===== src/rtl/alu_pkg.sv =====
// Shared opcode and buffer-state encodings for the ALU write-back stage.
// Optional sticky overflow flag is enabled by defining ALU_WB_STICKY_OVF_EN.
package alu_pkg;

    typedef enum logic [1:0] {
        SEL_ADD = 2'b00,
        SEL_SUB = 2'b01,
        SEL_AND = 2'b10,
        SEL_XOR = 2'b11
    } alu_sel_e;

    typedef enum logic [1:0] {
        ST_EMPTY = 2'b00,
        ST_ONE   = 2'b01,
        ST_FULL  = 2'b10
    } wb_fifo_state_e;

endpackage


===== src/rtl/alu_wb_fifo.sv =====
// Two-entry FIFO with registered head, ready and valid; head reads as zero when empty.
module alu_wb_fifo
    import alu_pkg::*;
#(
    parameter int unsigned W = 70
) (
    input  logic         clk,
    input  logic         reset,
    input  logic         push,
    input  logic [W-1:0] wr_data,
    output logic         in_ready,
    output logic         rd_valid,
    input  logic         rd_ready,
    output logic [W-1:0] rd_data
);

    wb_fifo_state_e state;
    logic [W-1:0]   tail;
    logic           pop;

    assign pop = rd_valid && rd_ready;

    always_ff @(posedge clk) begin
        if (reset) begin
            state    <= ST_EMPTY;
            rd_data  <= '0;
            tail     <= '0;
            rd_valid <= 1'b0;
            in_ready <= 1'b0;
        end else begin
            case (state)
                ST_EMPTY: begin
                    in_ready <= 1'b1;
                    if (push) begin
                        rd_data  <= wr_data;
                        rd_valid <= 1'b1;
                        state    <= ST_ONE;
                    end
                end
                ST_ONE: begin
                    in_ready <= 1'b1;
                    if (push && pop) begin
                        rd_data <= wr_data;
                    end else if (push) begin
                        tail     <= wr_data;
                        in_ready <= 1'b0;
                        state    <= ST_FULL;
                    end else if (pop) begin
                        rd_data  <= '0;
                        rd_valid <= 1'b0;
                        state    <= ST_EMPTY;
                    end
                end
                ST_FULL: begin
                    // Push is impossible here: in_ready is already low.
                    if (pop) begin
                        rd_data  <= tail;
                        tail     <= '0;
                        in_ready <= 1'b1;
                        state    <= ST_ONE;
                    end
                end
                default: begin
                    state    <= ST_EMPTY;
                    rd_data  <= '0;
                    tail     <= '0;
                    rd_valid <= 1'b0;
                    in_ready <= 1'b0;
                end
            endcase
        end
    end

endmodule


===== src/rtl/alu_wb_stage.sv =====
// ALU write-back stage: buffers results, drops writes to register 0, updates status flags on pop.
// Define ALU_WB_STICKY_OVF_EN to make flag_v sticky until ovf_clr.
module alu_wb_stage
    import alu_pkg::*;
#(
    parameter int unsigned DATA_W = 64,
    parameter int unsigned ADDR_W = 5
) (
    input  logic              clk,
    input  logic              reset,
    input  logic              in_valid,
    output logic              in_ready,
    input  logic [DATA_W-1:0] in_result,
    input  logic              in_overflow,
    input  logic [1:0]        in_select,
    input  logic [ADDR_W-1:0] in_dest,
    output logic              wb_valid,
    input  logic              wb_ready,
    output logic [DATA_W-1:0] wb_data,
    output logic [ADDR_W-1:0] wb_dest,
    output logic              flag_z,
    output logic              flag_n,
    output logic              flag_v,
    input  logic              ovf_clr
);

    localparam int unsigned ENTRY_W = DATA_W + ADDR_W + 1;

    logic               arith_op;
    logic               push;
    logic               pop;
    logic               head_ovf;
    logic [ENTRY_W-1:0] wr_entry;
    logic [ENTRY_W-1:0] rd_entry;

    // Logic ops leave a stale overflow on the ALU output; only add/sub keep it.
    assign arith_op = (in_select == SEL_ADD) || (in_select == SEL_SUB);
    assign push     = in_valid && in_ready && (in_dest != '0);
    assign pop      = wb_valid && wb_ready;
    assign wr_entry = {in_overflow && arith_op, in_dest, in_result};
    assign {head_ovf, wb_dest, wb_data} = rd_entry;

    alu_wb_fifo #(
        .W (ENTRY_W)
    ) u_fifo (
        .clk      (clk),
        .reset    (reset),
        .push     (push),
        .wr_data  (wr_entry),
        .in_ready (in_ready),
        .rd_valid (wb_valid),
        .rd_ready (wb_ready),
        .rd_data  (rd_entry)
    );

    always_ff @(posedge clk) begin
        if (reset) begin
            flag_z <= 1'b0;
            flag_n <= 1'b0;
        end else if (pop) begin
            flag_z <= (wb_data == '0);
            flag_n <= wb_data[DATA_W-1];
        end
    end

`ifdef ALU_WB_STICKY_OVF_EN
    // Set beats a same-cycle clear so an overflow is never lost.
    always_ff @(posedge clk) begin
        if (reset) begin
            flag_v <= 1'b0;
        end else if (pop && head_ovf) begin
            flag_v <= 1'b1;
        end else if (ovf_clr) begin
            flag_v <= 1'b0;
        end
    end
`else
    logic unused_ovf_clr;
    assign unused_ovf_clr = ovf_clr;

    always_ff @(posedge clk) begin
        if (reset) begin
            flag_v <= 1'b0;
        end else if (pop) begin
            flag_v <= head_ovf;
        end
    end
`endif

endmodule


===== config.mk =====
export PLATFORM = sky130hd
export DESIGN_NAME = alu_wb_stage
export DESIGN_NICKNAME = d
export VERILOG_FILES = /design/src/rtl/alu_pkg.sv /design/src/rtl/alu_wb_fifo.sv /design/src/rtl/alu_wb_stage.sv
export SDC_FILE = /design/constraint.sdc
export NUM_CORES = 1
export LEC_CHECK = 0
export BUFFER_PORTS_ARGS = -buffer_cell sky130_fd_sc_hd__buf_2
export CAP_MARGIN = 20
export CORE_MARGIN = 4
export CORE_UTILIZATION = 42
export DETAILED_ROUTE_END_ITERATION = 12
export PLACE_DENSITY = 0.62
export RECOVER_POWER = 50
export SYNTH_ARGS = -nofsm -noshare
export SYNTH_HDL_FRONTEND = slang
export SYNTH_SLANG_ARGS = --single-unit

===== constraint.sdc =====
create_clock -name clk -period 2.1 [get_ports clk]
set_clock_uncertainty 0.2 [all_clocks]
set_input_delay 0.21 -clock clk [delete_from_list [all_inputs] [get_ports clk]]
set_output_delay 0.21 -clock clk [all_outputs]
set_load 0.02 [all_outputs]

==> impl_metrics.tcl, run 1 <==
set metrics [dict create \
    status "complete, no violations" \
    min_period_ns 2.061 \
    yosysUniqueCellTypes 34 \
    crit_type "in -> reg" \
    hp-class "in -> reg" \
    yosysTopAreaCellShare 0.4165 \
    max_cap_violations 0 \
    syn_area_sq_um 7066 \
    vdd_drop_max_uv 603.9 \
    clkTransAtPathRegs_ns 0.06 \
    required_ns 2.26 \
    die_w_microns 137.7 \
    antenna_found_initial 0 \
    finalCritPeriodShare 0.9813 \
    ys.warnings.count 0 \
    syn2layout_area_growth_pct 27.61 \
    fmax_ghz 0.4853 \
    dr.first_iter.drc_count 318 \
    ys_ff_latch 147 \
    placementRows 47 \
    ys_seq_area_frac 0.4165 \
    grt_usage 0.2130 \
    fin_nets 1018 \
    core-area_sq_um 16520 \
    multi_input_area_sq_um 3314 \
    syn_nets 876 \
    wl_microns 20900 \
    yosys-top-cells-area "dfxtp_1 42%, mux2i_1 10%, buf_4 8.2%, a22oi_1 7.4%, nor2_1 7.0%" \
    slew_headroom 0.6556 \
    gp_congestion 0.7686 \
    cp-start-kind "primary input" \
    crit_fanout 17 \
    die_h_microns 137.7 \
    worst_pin_slew_ns 0.5167 \
    synth_top_cell_by_area "dfxtp_1" \
    rsz0062_at_grt "true" \
    port_buffers 148 \
    synthCells 799 \
    hold_viol 0 \
    grt_start_max_net_pins 71 \
    setup-tns-final_ns 0 \
    die_area_sq_um 18960 \
    drc 0 \
    place_hpwl_microns 12400 \
    ant_nets 0 \
    ios 151 \
    finalMaxSlewViolations 0 \
    num_vias 6326 \
    cp-end-kind "register" \
    final_util 0.5456 \
    htree_num_levels 4 \
    cts_tree "built" \
    clock-sinks 147 \
    critPathArrivalTime_ns 2.22 \
    drt_pass1_iterations 5 \
    antenna_cells 0 \
    power_density_nw_per_um2 840.9 \
    p_leak_nw 3.353 \
    overflow 0 \
    syn_avg_cell_area_sq_um 8.843 \
    cts_buffer_depth 2 \
    clk_latency_ns 0.43 \
    start_util 0.4276 \
    wl_per_cell_microns 17.80 \
    grt_pass1_vias 5911 \
    vias_per_cell 5.388 \
    n_fill_cell 1582 \
    drive_gt1_frac 0.1625 \
    cts_root_buf "clkbuf_16" \
    grt_pass1_wl_microns 31370 \
    regArea_sq_um 2948 \
    layout.cells.non_filler 1174 \
    setup_violations 0 \
    dp.cells 1066 \
    numCtsBuffers 17 \
]
## state kept, by name, summed over array words and instances (netlist names)
name,flops
flag_n,1
flag_v,1
flag_z,1
u_fifo.in_ready,1
u_fifo.rd_data,70
u_fifo.rd_valid,1
u_fifo.state,2
u_fifo.tail,70
## critical path, stage by stage
cell and delay, ns:
dlygate4sd3_1 0.54, buf_4 0.16, nor4_4 0.15, buf_4 0.19, a211oi_2 0.07, buf_4 0.15, o22ai_4 0.14, buf_12 0.15
buf_6 0.22, a22oi_1 0.12, nor2_1 0.12
## synthesized netlist by cell type, drive strengths merged
master   instances
nor2b            2
mux2i           71
nor2           131
a22o            42
and2b            1
nand2b           2
or3              1
nand3            1
a211oi           3
nand4            2
nand2           49
nor4            16
clkbuf          25
dfxtp          147
or4              1
a22oi           70
buf            110
maj3             1
a2bb2oi         29
nand3b           2
o31ai            2
o22ai            1
nor3             4
a21oi           36
o21ai           43
inv              1
a32o             1
and2             3
o21bai           1
and4             1
## through the flow
step	hold slack (ns)	cell area [sq um]	power (mW)	worst slack, ns
2_1_floorplan	0.1583	7066	3.869	0.1207
3_3_place_gp	0.2425	7660	4.206	0.04888
3_5_place_dp	0.2435	7660	4.214	0.03627
4_1_cts	0.03018	9029	7.639	0.05257
5_1_grt	0.05751	9016	7.887	-0.03129
6_report	0.05742	9016	7.582	0.03930
## path summary, 6_finish.rpt
check                       start                  to  slack (ns)  depth (start not counted)
setup / recovery       in_dest[3]     u_fifo.tail[14]        0.04                         11
hold / removal         in_dest[0]  u_fifo.rd_data[64]        0.06                          4
setup reg to reg  u_fifo.rd_valid  u_fifo.rd_data[26]        0.16                          6
hold reg to reg            flag_v              flag_v        0.25                          2
## power by group
| group | internal (mW) | switching, mW |
|---|---|---|
| clock | 2.15 | 1.17 |
| combinational | 0.546 | 0.706 |
| sequential | 2.91 | 0.105 |
## cell families (layout without fill, tap and decap cells)
family,count (synthesis),count (layout),synth area share
mux,71,71,0.1006
flops,147,147,0.4165
simple gates,216,216,0.1298
compound gates,228,228,0.2290
buf+inv,136,291,0.1225
fa+ha+maj,1,1,0.001594
## layer usage
metal	global-route usage	wire [microns]	vias to the layer above	share of wire
met2	0.3463	9882	220	0.47
met1	0.2806	9339	2993	0.45
met3	0.04675	1368	22	0.065
met4	0.07135	312	0	0.015
met5	0	0	-	0
li1	-	-	3091	-
## cell type report
cell class,count,area share
inverter,1,0.0004163
tap,220,0.03053
sequential,147,0.3269
multi-input combinational,516,0.3676
clock buffer,24,0.05565
clock inverter,8,0.01624
timing repair buffer,258,0.2026
## what timing repair did
action / CTS / global route
hold buffers: 72 / 0
endpoints found under the setup margin: 0 / 73
endpoints found under the hold margin: 143 / 0
resized for setup: 0 / 7
setup buffers: 0 / 1
## placed cells by master (no fill, tap or decap), types with 15 or more instances in the layout
cell | synthesis | layout
dlygate4sd3_1 | 0 | 72
a21oi_1 | 34 | 33
buf_4 | 77 | 25
clkbuf_1 | 25 | 76
a22o_1 | 42 | 42
nor4_1 | 15 | 15
mux2i_1 | 71 | 71
clkbuf_16 | 0 | 18
nand2_1 | 49 | 49
a22oi_1 | 70 | 70
buf_2 | 29 | 73
dfxtp_1 | 147 | 145
o21ai_0 | 43 | 43
nor2_1 | 131 | 130
a2bb2oi_1 | 29 | 29
Power figures use the tool's default switching activity.
==> run 2, diff against run 1 <==
==> constraint.sdc (replaced) <==
create_clock -name clk -period 2.5 [get_ports clk]
set_clock_uncertainty 0.2 [all_clocks]
set_input_delay 0.25 -clock clk [delete_from_list [all_inputs] [get_ports clk]]
set_output_delay 0.25 -clock clk [all_outputs]
set_load 0.005 [all_outputs]
==> impl_metrics.tcl, run 2 (synthesis results as in run 1) <==
set metrics [dict create \
    vias_per_cell 5.344 \
    p_int_mw 4.400 \
    grt_pass1_wl_microns 30880 \
    die_h_microns 137.7 \
    wl_per_cell_microns 17.00 \
    layout.cells.non_filler 1153 \
    grt_start_max_net_pins 66 \
    placementRows 47 \
    die_area_sq_um 18960 \
    antenna_found_initial 0 \
    htree_num_levels 4 \
    combPwrFrac 0.151 \
    swShare 0.2585 \
    syn2layout_area_growth_pct 23.29 \
    place_hpwl_microns 11890 \
    reg2reg_depth 6 \
    ant_nets 0 \
    power_density_nw_per_um2 681.3 \
    max_cap_violations 0 \
    core-area_sq_um 16520 \
    crit_fanout 42 \
    gp_congestion 0.7798 \
    critPathArrivalTime_ns 2.46 \
    cts_setup_buffers 0 \
    mostFrequentLayoutCells "145 x dfxtp_1, 130 x nor2_1, 90 x buf_2" \
    worst_hold_slack_ns 0.04195 \
    clock-sinks 147 \
    clkTransAtPathRegs_ns 0.06 \
    vdd_drop_max_uv 475.1 \
    cp-start-kind "primary input" \
    drt_pass1_iterations 5 \
    ios 151 \
    num_vias 6162 \
    fin_nets 997 \
    start_util 0.4276 \
    antenna_cells 0 \
    power_mw 5.934 \
    final_util 0.5271 \
    wl_microns 19600 \
    final_common_cell "dfxtp_1" \
    fmax_ghz 0.4342 \
    worst_slack_ns 0.1971 \
    seq_power_share 0.426 \
    setup_violations 0 \
    status "complete, no violations" \
    die_w_microns 137.7 \
    required_ns 2.66 \
    p_leak_nw 3.260 \
    crit_path_start "in_dest[0]" \
    setup-tns-final_ns 0 \
    pre_cts_ws_ns 0.2817 \
    drive_gt1_frac 0.1629 \
    rsz0062_at_grt "false" \
    cts_buffer_depth 2 \
    crit_type "in -> reg" \
    clkPwrFrac 0.422 \
    r2r_start "u_fifo.rd_valid" \
    cp-end-kind "register" \
    cts_tree "built" \
    hold_depth 2 \
    min_period_ns 2.303 \
    numCtsBuffers 17 \
    port_buffers 148 \
    finalMaxSlewViolations 0 \
    grt_pass1_vias 5943 \
    finalCritPeriodShare 0.9212 \
    hp-class "in -> reg" \
    dr.first_iter.drc_count 396 \
    dp.cells 1051 \
    grt_usage 0.2084 \
    place_area_sq_um 7497 \
    reg_top3 "u_fifo.rd_data (70), u_fifo.tail (70), u_fifo.state (2)" \
    hold_start "reset" \
    n_fill_cell 1575 \
    worst_pin_slew_ns 0.6723 \
    drc 0 \
    p_switching_mw 1.534 \
    clk_latency_ns 0.42 \
    overflow 0 \
    hold_viol 0 \
    slew_headroom 0.5518 \
    fin_area_sq_um 8711 \
    cts_root_buf "clkbuf_16" \
]
run 2: worst paths after layout:
| path | slack [ns] | end |
|---|---|---|
| worst max-delay path | 0.20 | u_fifo.rd_data[35] |
| worst min register to register | 0.25 | flag_v |
| worst min-delay path | 0.04 | u_fifo.tail[64] |
| worst max register to register | 0.37 | u_fifo.rd_data[35] |
run 2: layout make-up:
| class | count | area, sq um | share of cell area |
|---|---|---|---|
| multi-input cells | 516 | 3309 | 0.3799 |
| clock inverters | 10 | 106.4 | 0.01221 |
| inverters | 1 | 3.754 | 0.0004309 |
| repair buffers | 237 | 1594 | 0.1830 |
| clock buffers | 22 | 474.2 | 0.05444 |
| flip-flops and latches | 147 | 2948 | 0.3384 |
| well taps | 220 | 275.3 | 0.03160 |
run 2: power by group through the flow:
stage / clock network (mW) / registers [mW] / logic (mW)
after floorplan: 0 / 2.55 / 0.610
after global placement: 0 / 2.58 / 0.821
after detailed placement: 0 / 2.58 / 0.829
after CTS: 2.57 / 2.53 / 0.919
after global routing: 2.68 / 2.54 / 0.996
final: 2.51 / 2.53 / 0.897
run 2: critical path, stage by stage:
cell and delay, ns:
dlygate4sd3_1 0.53, clkbuf_1 0.16, nor4_4 0.48, a21oi_2 0.22, a21oi_4 0.19, and2b_2 0.18
buf_12 0.24, a22o_1 0.18
run 2: per-layer routing:
metal  track usage  part of all wire
met1        0.2724              0.46
met3       0.04273             0.054
met2        0.3376              0.46
met4       0.08233             0.022
met5             0                 0
run 2: repair_timing:
item,in CTS,in global routing
hold endpoints to repair,116,0
endpoints found under the setup margin,0,2
resized for setup,0,1
hold buffers,70,0
==> run 3, diff against run 2 <==
==> constraint.sdc (replaced) <==
create_clock -name clk -period 2.31 [get_ports clk]
set_clock_uncertainty 0.2 [all_clocks]
set_input_delay 0.462 -clock clk [delete_from_list [all_inputs] [get_ports clk]]
set_output_delay 0.462 -clock clk [all_outputs]
set_load 0.005 [all_outputs]
==> impl_metrics.tcl, run 3 (synthesis results as in run 1) <==
set metrics [dict create \
    reg_top3 "u_fifo.rd_data (70), u_fifo.tail (70), u_fifo.state (2)" \
    cts_setup_buffers 0 \
    worst_pin_slew_ns 0.6489 \
    wl_microns 19520 \
    htree_num_levels 4 \
    finalMaxSlewViolations 0 \
    placementRows 47 \
    clkTransAtPathRegs_ns 0.06 \
    max_cap_violations 0 \
    ios 151 \
    port_buffers 148 \
    gp_congestion 0.7830 \
    vias_per_cell 5.491 \
    drive_gt1_frac 0.1905 \
    hold_viol 0 \
    cts_buffer_depth 2 \
    cp-start-kind "register" \
    ant_nets 0 \
    power_mw 6.377 \
    rsz0062_at_grt "false" \
    drc 0 \
    p_leak_nw 3.091 \
    reg2reg_depth 6 \
    power_density_nw_per_um2 773.1 \
    place_area_sq_um 7735 \
    crit_type "reg -> reg" \
    cts_root_buf "clkbuf_16" \
    grt_usage 0.2068 \
    die_area_sq_um 18960 \
    clk_latency_ns 0.41 \
    p_switching_mw 1.612 \
    die_w_microns 137.7 \
    core-area_sq_um 16520 \
    pre_cts_ws_ns -0.1117 \
    n_fill_cell 1614 \
    min_period_ns 2.107 \
    fin_area_sq_um 8249 \
    grt_pass1_wl_microns 30570 \
    grt_pass1_vias 5616 \
    combPwrFrac 0.146 \
    required_ns 2.41 \
    cts_tree "built" \
    mostFrequentLayoutCells "145 x dfxtp_1, 130 x nor2_1, 91 x buf_2" \
    critPathArrivalTime_ns 2.21 \
    drt_pass1_iterations 5 \
    endpoint "u_fifo.rd_data[60]" \
    finalCritPeriodShare 0.9122 \
    wl_per_cell_microns 17.70 \
    cp-end-kind "register" \
    dr.first_iter.drc_count 348 \
    num_vias 6057 \
    fmax_ghz 0.4746 \
    hp-class "in -> reg" \
    crit_path_start "u_fifo.rd_valid" \
    post_cts_resized 0 \
    hold_buffers 0 \
    overflow 0 \
    place_hpwl_microns 12750 \
    swShare 0.2528 \
    clkPwrFrac 0.425 \
    seq_power_share 0.429 \
    vdd_drop_max_uv 521.9 \
    status "complete, no violations" \
    r2r_end "u_fifo.rd_data[60]" \
    grt_start_max_net_pins 79 \
    slew_headroom 0.5634 \
    r2r_start "u_fifo.rd_valid" \
    worst-r2r-setup-slack_ns 0.20 \
    fin_nets 948 \
    numCtsBuffers 17 \
    clock-sinks 147 \
    multi_input_area_sq_um 3306 \
    p_int_mw 4.765 \
    final_common_cell "dfxtp_1" \
    start_util 0.4276 \
    die_h_microns 137.7 \
    crit_fanout 20 \
    syn2layout_area_growth_pct 16.75 \
    setup_violations 0 \
    worst_slack_ns 0.2029 \
    antenna_found_initial 0 \
    regArea_sq_um 2948 \
]
-- run 3: cell types whose count changed in the layout (fill, tap and decap cells not counted), sizes merged --
| cell | previous run | this run |
|---|---|---|
| buf | 111 | 129 |
| bufinv | 2 | 1 |
| clkbuf | 78 | 86 |
| clkinv | 7 | 2 |
| clkinvlp | 1 | 0 |
| diode | 0 | 1 |
| dlygate4sd3 | 70 | 0 |
-- run 3: per-layer routing --
layer	track usage	wire length, microns
met5	0	0
met4	0.06915	409
met3	0.04931	1100
met2	0.3254	9122
met1	0.2789	8886
-- run 3: how the worst min path moves through the flow --
stage               slack, ns              end               start  depth (start not counted)
floorplan                0.23           flag_v  u_fifo.rd_data[69]                          2
global placement         0.24           flag_v              flag_v                          2
detailed placement       0.25           flag_n              flag_n                          2
CTS                      0.10   u_fifo.tail[4]        in_result[4]                          3
global route             0.11   u_fifo.tail[4]        in_result[4]                          3
finish                   0.11  u_fifo.tail[17]       in_result[17]                          3
-- run 3: power groups by stage --
| stage | Combinational [mW] | Clock (mW) | Sequential (mW) |
|---|---|---|---|
| detailed placement | 0.956 | 0 | 2.79 |
| global route | 1.04 | 2.88 | 2.75 |
| CTS | 0.960 | 2.77 | 2.73 |
| floorplan | 0.660 | 0 | 2.76 |
| global placement | 0.947 | 0 | 2.78 |
| finish | 0.934 | 2.71 | 2.73 |
-- run 3: per-stage QoR --
step | TNS, ns | hold WS [ns] | std cells | utilization
finish | 0 | 0.1095 | 1103 | 0.4992
global route | 0 | 0.1097 | 1102 | 0.4991
CTS | 0 | 0.1002 | 1101 | 0.5034
detailed placement | -4.557 | 0.2502 | 1071 | 0.4681
global placement | -5.379 | 0.2418 | 1071 | 0.4681
floorplan | 0 | 0.2320 | 799 | -
-- run 3: area by class of cell --
type | count | share of cell area
diodes | 1 | 0.0003034
clock buffers | 27 | 0.06598
clock inverters | 3 | 0.004854
inverters | 1 | 0.0004550
multi-input cells | 516 | 0.4007
flip-flops and latches | 147 | 0.3573
well taps | 220 | 0.03337
repair buffers | 188 | 0.1370
-- run 3: worst max-delay path: stages, from the launching register on --
cell     delay, ns
dfxtp_1       0.37
and2_0        0.34
maj3_2        0.31
a21oi_4       0.04
and2b_2       0.30
buf_12        0.19
a22o_1        0.23
